<file path="config.mk">
export PLATFORM = sky130hd
export DESIGN_NAME = dsi_pixel_reader
export DESIGN_NICKNAME = d
export VERILOG_FILES = /design/src/rtl/dsi_pixel_reader.sv
export SDC_FILE = /design/constraint.sdc
export NUM_CORES = 1
export LEC_CHECK = 0
export ABC_AREA = 1
export ABC_CLOCK_PERIOD_IN_PS = 3600
export CAP_MARGIN = 25
export CORE_ASPECT_RATIO = 1.5
export CORE_MARGIN = 2
export CORE_UTILIZATION = 35
export DETAILED_ROUTE_END_ITERATION = 12
export GPL_TIMING_DRIVEN = 0
export PLACE_DENSITY = 0.6
export SKIP_CTS_REPAIR_TIMING = 1
export SYNTH_ARGS = -nofsm -noshare
export SYNTH_HDL_FRONTEND = slang
export SYNTH_SLANG_ARGS = --single-unit
</file>
<file path="constraint.sdc">
create_clock -name r_clk -period 3.6 [get_ports r_clk]
set_clock_uncertainty 0.15 [all_clocks]
set_input_delay 0.54 -clock r_clk [delete_from_list [all_inputs] [get_ports r_clk]]
set_output_delay 0.54 -clock r_clk [all_outputs]
set_load 0.03 [all_outputs]
</file>
<file path="src/rtl/dsi_pixel_reader.sv">
// dsi_pixel_reader: drains a FWFT pixel FIFO into a vs/hs/de raster with registered pixel output, fill colour and sticky underflow count on starvation
module dsi_pixel_reader #(
  parameter int DW = 24,
  parameter int H_SYNC = 2,
  parameter int H_BP = 2,
  parameter int H_ACT = 8,
  parameter int H_FP = 2,
  parameter int V_SYNC = 1,
  parameter int V_BP = 1,
  parameter int V_ACT = 4,
  parameter int V_FP = 1,
  parameter logic SYNC_POL = 1'b1,
  parameter logic [DW-1:0] FILL_PIX = 24'hFF00FF
) (
  input  logic          r_clk,
  input  logic          r_clr,
  input  logic          en,
  input  logic [DW-1:0] fifo_data,
  input  logic          fifo_empty,
  output logic          fifo_re,
  output logic          vs,
  output logic          hs,
  output logic          de,
  output logic [DW-1:0] pix_data,
  output logic          underflow,
  output logic [15:0]   urun_cnt,
  input  logic          flag_clr,
  output logic          busy
);
  localparam int H_TOTAL = H_SYNC + H_BP + H_ACT + H_FP;
  localparam int V_TOTAL = V_SYNC + V_BP + V_ACT + V_FP;
  localparam int HW = $clog2(H_TOTAL + 1);
  localparam int VW = $clog2(V_TOTAL + 1);
  typedef enum logic [1:0] {IDLE, PRIME, RUN, DRAIN} state_t;
  state_t state;
  logic [HW-1:0] h_cnt;
  logic [VW-1:0] v_cnt;
  logic run, h_last, v_last, last, hs_n, vs_n, act_n, uf;
  always_comb begin
    run = state == RUN || state == DRAIN;
    h_last = h_cnt == HW'(H_TOTAL - 1);
    v_last = v_cnt == VW'(V_TOTAL - 1);
    last = h_last && v_last;
    hs_n = h_cnt < HW'(H_SYNC);
    vs_n = v_cnt < VW'(V_SYNC);
    act_n = h_cnt >= HW'(H_SYNC + H_BP) && h_cnt < HW'(H_SYNC + H_BP + H_ACT) &&
            v_cnt >= VW'(V_SYNC + V_BP) && v_cnt < VW'(V_SYNC + V_BP + V_ACT);
    uf = run && act_n && fifo_empty;
    fifo_re = r_clr && run && act_n && !fifo_empty;
    busy = run;
  end
  always_ff @(posedge r_clk) begin
    if (!r_clr) begin
      state <= IDLE;
      h_cnt <= '0;
      v_cnt <= '0;
      vs <= ~SYNC_POL;
      hs <= ~SYNC_POL;
      de <= 1'b0;
      pix_data <= '0;
      underflow <= 1'b0;
      urun_cnt <= '0;
    end else begin
      state <= run ? (en ? RUN : last ? IDLE : DRAIN) :
               state == PRIME ? (!en ? IDLE : !fifo_empty ? RUN : PRIME) :
               en ? PRIME : IDLE;
      h_cnt <= run && !h_last ? h_cnt + HW'(1) : '0;
      v_cnt <= !run ? '0 : h_last ? (v_last ? '0 : v_cnt + VW'(1)) : v_cnt;
      vs <= run && vs_n ? SYNC_POL : ~SYNC_POL;
      hs <= run && hs_n ? SYNC_POL : ~SYNC_POL;
      de <= run && act_n;
      pix_data <= run && act_n ? (fifo_empty ? FILL_PIX : fifo_data) : '0;
      underflow <= uf || (underflow && !flag_clr);
      urun_cnt <= uf ? (flag_clr ? 16'd1 : urun_cnt + {15'd0, urun_cnt != 16'hFFFF}) :
                  flag_clr ? '0 : urun_cnt;
    end
  end
endmodule
</file>
==> results.cfg, run 1 <==
[run_status]
outcome = completed

[floorplan]
initial_utilization = 0.360
die_w_um = 68.6
die_area_mm2 = 0.00692
coreArea_mm2 = 0.00609
io_pins = 75
rows = 35
die_h_um = 101

[worst_setup_path]
crit_top_cell = inv_1
crit_chain = ha_1, inv_1, nand2_2, nand3_4, nor2_4, nand2_1, inv_1, clkdlybuf4s50_1
critPathRequiredTime_ns = 2.91
crit_slowest_cell = clkdlybuf4s50_1
arrival_ns = 2.37
cp_max_fo = 9
r2r-start = urun_cnt[2]
r2r_slack_ns = 1.60
startpoint_type = register
startpoint = v_cnt[1]
max_stage_delay_ns = 0.67
crit_type = register to output pin
worst_setup_path_end_kind = output pin

[placement]
io_buffers = 73
place_inst = 436
placed_cell_area_mm2 = 0.00301
gp_congestion = 0.750
dpl.hpwl_mm = 4.04

[clock_network]
clockBufferDepth = 2
clk_pin_slew_worst_paths_ns = 0.10
cts_tree = built
clock_latency_ns = 0.31
h-tree-depth = 2
cts_buffers = 5
cts_root_buffer = clkbuf_8
clock-sinks = 53

[detailed_routing]
vias_per_cell = 4.62
drt_iter0_drc = 81
wl_per_cell_um = 11.5
routed_wl_mm = 5.12
drt-pass1-iter-count = 4
drtAntennaViolNets = 0
drcViolationCount = 0
route.vias.total = 2051

[global_routing]
antenna_found_initial = 0
grt_pass1_wl_mm = 8.65
grt_max_degree = 18
grt_overflow_total = 0
grt_pass1_vias = 1938
grt_usage = 0.162

[cells_and_area]
antenna_cells = 0
syn_to_final_growth_pct = 43.9
multi_input_area_um2 = 966
layout.nets = 404
final_cells = 444
fillers = 596
final_area_mm2 = 0.00315
drive_gt1_frac = 0.0703
regArea_mm2 = 0.00106

[synth]
syn_avg_cell_area_um2 = 7.58
synth_seq_cells = 53
synth.distinct_cells = 29
yosys.area_share.adder = 0.0343
async_flop_share = 0
synth-compound-area-share = 0.0520
syn_area_mm2 = 0.00219
synth_enable_flop_cells = 0
ys_seq_area_frac = 0.484
synth_mux_area_frac = 0
synth_nets = 324
synth_xor_area_frac = 0.00800
synth_top_family_by_area = simple AND/OR/NAND/NOR gates
yosys_most_used_dff = dfxtp_1
synthCells = 289
yosys.area_share.simple = 0.347
yosysWarnings = 0

[timing]
max_clock_freq_mhz = 327
post-route-min-period_ns = 3.06
fin_setup_tns_ns = 0
maxSlewViolCount = 0
worstMarginPinSlew_ns = 0.458
max_slew_margin = 0.694
hold_viol = 0
min_period_over_period = 0.850
setup_viol = 0
grt_setup_unrepaired = no

[worst_hold_path]
hold_class = register to register
hold_start = underflow

[pwr]
peakVddDrop_uv = 306
power.density_mw_per_mm2 = 362
leakagePower_nw = 1.24

[job]
cap_violations = 0
-- state kept, by name (all words and copies together), names as in the netlist --
signal	flops
underflow	1
de	1
urun_cnt	16
pix_data	24
hs	1
state	2
h_cnt	4
vs	1
v_cnt	3
-- logic make-up (layout without fill, tap and decap cells) --
kind of cell	count (synthesis)	after routing
buffers and inverters	40	121
flip-flops	53	53
adder cells (fa/ha/maj)	6	6
XOR/XNOR	2	2
AND/OR/NAND/NOR	169	169
AO/OA/AOI/OAI	19	19
-- synth_stat cells, types with 2 or more instances --
master    number  area (um2)
nor2_1        74         278
nand2_1       52         195
inv_1         33         124
nor2_4         4        45.0
nand3_1       12        60.1
nand2_2        2        12.5
nor3_1         7        35.0
nand4_1        8        50.1
nor2_2         3        18.8
buf_2          2        10.0
dfxtp_1       53        1060
clkbuf_1       3        11.3
nor4_1         2        12.5
ha_1           6        75.1
o21bai_1       2        15.0
a21oi_1       13        65.1
-- worst paths after layout --
kind | depth (start not counted) | to
max reg2reg | 11 | urun_cnt[6]
min reg2reg | 2 | underflow
max | 8 | fifo_re
min | 2 | underflow
-- placed cells by master, fill, tap and decap left out, drive strengths merged --
cell type | netlist | layout
a21boi | 1 | 1
a21oi | 14 | 14
and3 | 1 | 1
buf | 3 | 3
bufinv | 0 | 2
clkbuf | 3 | 8
clkdlybuf4s50 | 0 | 73
dfxtp | 53 | 53
ha | 6 | 6
inv | 34 | 35
nand2 | 54 | 54
nand3 | 14 | 14
nand4 | 9 | 9
nor2 | 81 | 81
nor3 | 7 | 7
nor4 | 2 | 2
o21ai | 2 | 2
o21bai | 2 | 2
or2 | 1 | 1
xnor2 | 1 | 1
xor2 | 1 | 1
-- power breakdown --
group,leakage [nW],switching (W),internal [W],total (W)
registers,0.427,0.00000205,0.000590,0.000592
clock network,0.0687,0.000202,0.000280,0.000482
logic,0.748,0.0000289,0.0000371,0.0000661
total,1.24,0.000233,0.000907,0.00114
-- final cells by class --
| type | instances | area share |
|---|---|---|
| timing repair buffer | 73 | 0.232 |
| tap | 74 | 0.0294 |
| clock buffer | 5 | 0.0218 |
| multi-input combinational | 196 | 0.306 |
| sequential | 53 | 0.337 |
| clock inverter | 3 | 0.0218 |
| inverter | 34 | 0.0405 |
| buffer | 6 | 0.0115 |
-- through the flow --
| step | util | setup slack (ns) | total power (W) | hold WS, ns |
|---|---|---|---|---|
| floorplan | - | 1.55 | 0.000632 | 0.283 |
| global placement | 0.495 | 0.534 | 0.000671 | 0.292 |
| detailed placement | 0.495 | 0.516 | 0.000672 | 0.310 |
| CTS | 0.518 | 0.505 | 0.00116 | 0.326 |
| global route | 0.518 | 0.388 | 0.00119 | 0.374 |
| finish | 0.518 | 0.539 | 0.00114 | 0.317 |
-- worst max-delay path, delay by kind of cell, from the launching register on --
family	cells	cell delay [ns]
DFF	1	0.52
adders and majority gates	1	0.21
buffers and inverters	3	0.81
and+or+nand+nor	4	0.52
-- metal layers --
metal,global-route usage,up-vias,share of wire
met3,0.0503,12,0.061
met5,0,-,0
met2,0.279,68,0.53
li1,-,1056,-
met4,0.0631,0,0.023
met1,0.180,915,0.38
Power figures use the tool's default switching activity.
==> run 2: changes to the inputs <==
--- a/config.mk
+++ b/config.mk
@@ -9,12 +9,13 @@
 export ABC_CLOCK_PERIOD_IN_PS = 3600
 export CAP_MARGIN = 25
 export CORE_ASPECT_RATIO = 1.5
-export CORE_MARGIN = 2
+export CORE_MARGIN = 1
 export CORE_UTILIZATION = 35
 export DETAILED_ROUTE_END_ITERATION = 12
 export GPL_TIMING_DRIVEN = 0
 export PLACE_DENSITY = 0.6
 export SKIP_CTS_REPAIR_TIMING = 1
+export SLEW_MARGIN = 20
 export SYNTH_ARGS = -nofsm -noshare
 export SYNTH_HDL_FRONTEND = slang
 export SYNTH_SLANG_ARGS = --single-unit
==> results.cfg, run 2 (synthesized netlist as in run 1, its figures left out) <==
[run_status]
outcome = completed

[detailed_routing]
wl_per_cell_um = 11.5
routed_wl_mm = 5.08
drtAntennaViolNets = 0
drt_iter0_drc = 75
vias_per_cell = 4.56
route.vias.total = 2015
drcViolationCount = 0
drt-pass1-iter-count = 6

[timing]
maxSlewViolCount = 0
grt_setup_unrepaired = no
worstMarginPinSlew_ns = 0.400
min_period_over_period = 0.848
post-route-min-period_ns = 3.05
max_clock_freq_mhz = 327
whs_ns = 0.313
fin_setup_tns_ns = 0
setup_viol = 0
hold_viol = 0
max_slew_margin = 0.732

[cells_and_area]
syn_to_final_growth_pct = 43.6
layout.nets = 404
largest_reg_flops = 24
mostFrequentLayoutCells = nor2_1 (74), clkdlybuf4s50_1 (73), dfxtp_1 (53), nand2_1 (52), inv_1 (33)
drive_gt1_frac = 0.0703
fin_util = 0.532
top_register = pix_data
final_cells = 442
antenna_cells = 0
final_area_mm2 = 0.00315
layout_commonest_cell = nor2_1
reg.largest.list = pix_data (24), urun_cnt (16), h_cnt (4)

[global_routing]
grt_overflow_total = 0
grt_usage = 0.168
grt_pass1_vias = 1942
antenna_found_initial = 0
grt_pass1_wl_mm = 8.61
grt_max_degree = 17

[floorplan]
coreArea_mm2 = 0.00591
initial_utilization = 0.371
die_w_um = 66.6
io_pins = 75
die_h_um = 98.9
rows = 34
die_area_mm2 = 0.00659

[worst_setup_path]
arrival_ns = 2.36
crit_type = input pin to output pin
crit_chain = clkdlybuf4s50_1, inv_1, nor2_4, nand2_1, inv_1, clkdlybuf4s50_1
worst_setup_path_end_kind = output pin
max_stage_delay_ns = 0.67
critPathBufInv = 4
crit_family = buffers and inverters
critPathRequiredTime_ns = 2.91
startpoint_type = input pin
cp_max_fo = 9
crit_slowest_cell = clkdlybuf4s50_1

[worst_hold_path]
hold_class = register to register

[clock_network]
clock-sinks = 53
clock_latency_ns = 0.30
cts_root_buffer = clkbuf_8
cts_tree = built
cts_buffers = 5
clk_pin_slew_worst_paths_ns = 0.10
clockBufferDepth = 2
h-tree-depth = 2

[job]
cap_violations = 0

[pwr]
peakVddDrop_uv = 302
leakagePower_nw = 1.24
power.density_mw_per_mm2 = 358

[placement]
gp_congestion = 0.784
io_buffers = 73
placed_cell_area_mm2 = 0.00301
place_inst = 434
dpl.hpwl_mm = 4.00
==> run 2: metrics by stage <==
stage / total power [W] / setup slack [ns]
finish: 0.00113 / 0.546
floorplan: 0.000632 / 1.55
global route: 0.00118 / 0.377
global placement: 0.000671 / 0.536
CTS: 0.00115 / 0.502
detailed placement: 0.000672 / 0.508
==> run 2: layer usage <==
metal	global-route usage	part of all wire
met1	0.181	0.38
met2	0.305	0.56
met3	0.0440	0.051
met4	0.0589	0.0059
met5	0	0
==> run 2: worst paths after layout <==
check / startpoint / end / slack (ns) / depth (start not counted)
max: r_clr / fifo_re / 0.55 / 6
min: underflow / underflow / 0.31 / 2
max reg2reg: urun_cnt[5] / urun_cnt[6] / 1.60 / 11
min reg2reg: underflow / underflow / 0.31 / 2
==> run 2: tightest hold or removal path, cell delays in order, from the launching register on <==
cell,delay [ns]
dfxtp_1,0.32
nand2_1,0.06
nand2_1,0.05
==> run 2: where the power goes <==
part / internal, W / switching [W] / total, W / leakage (nW)
registers: 0.000589 / 0.00000209 / 0.000592 / 0.427
clock network: 0.000276 / 0.000193 / 0.000469 / 0.0681
logic: 0.0000370 / 0.0000286 / 0.0000656 / 0.748
==> run 2: layout make-up <==
class / count / area [um2]
clock buffer: 5 / 68.8
clock inverter: 3 / 65.1
timing repair buffer: 73 / 731
sequential: 53 / 1060
multi-input combinational: 196 / 966
fill: 601 / 2770
tap: 72 / 90.1
inverter: 34 / 128
buffer: 6 / 36.3
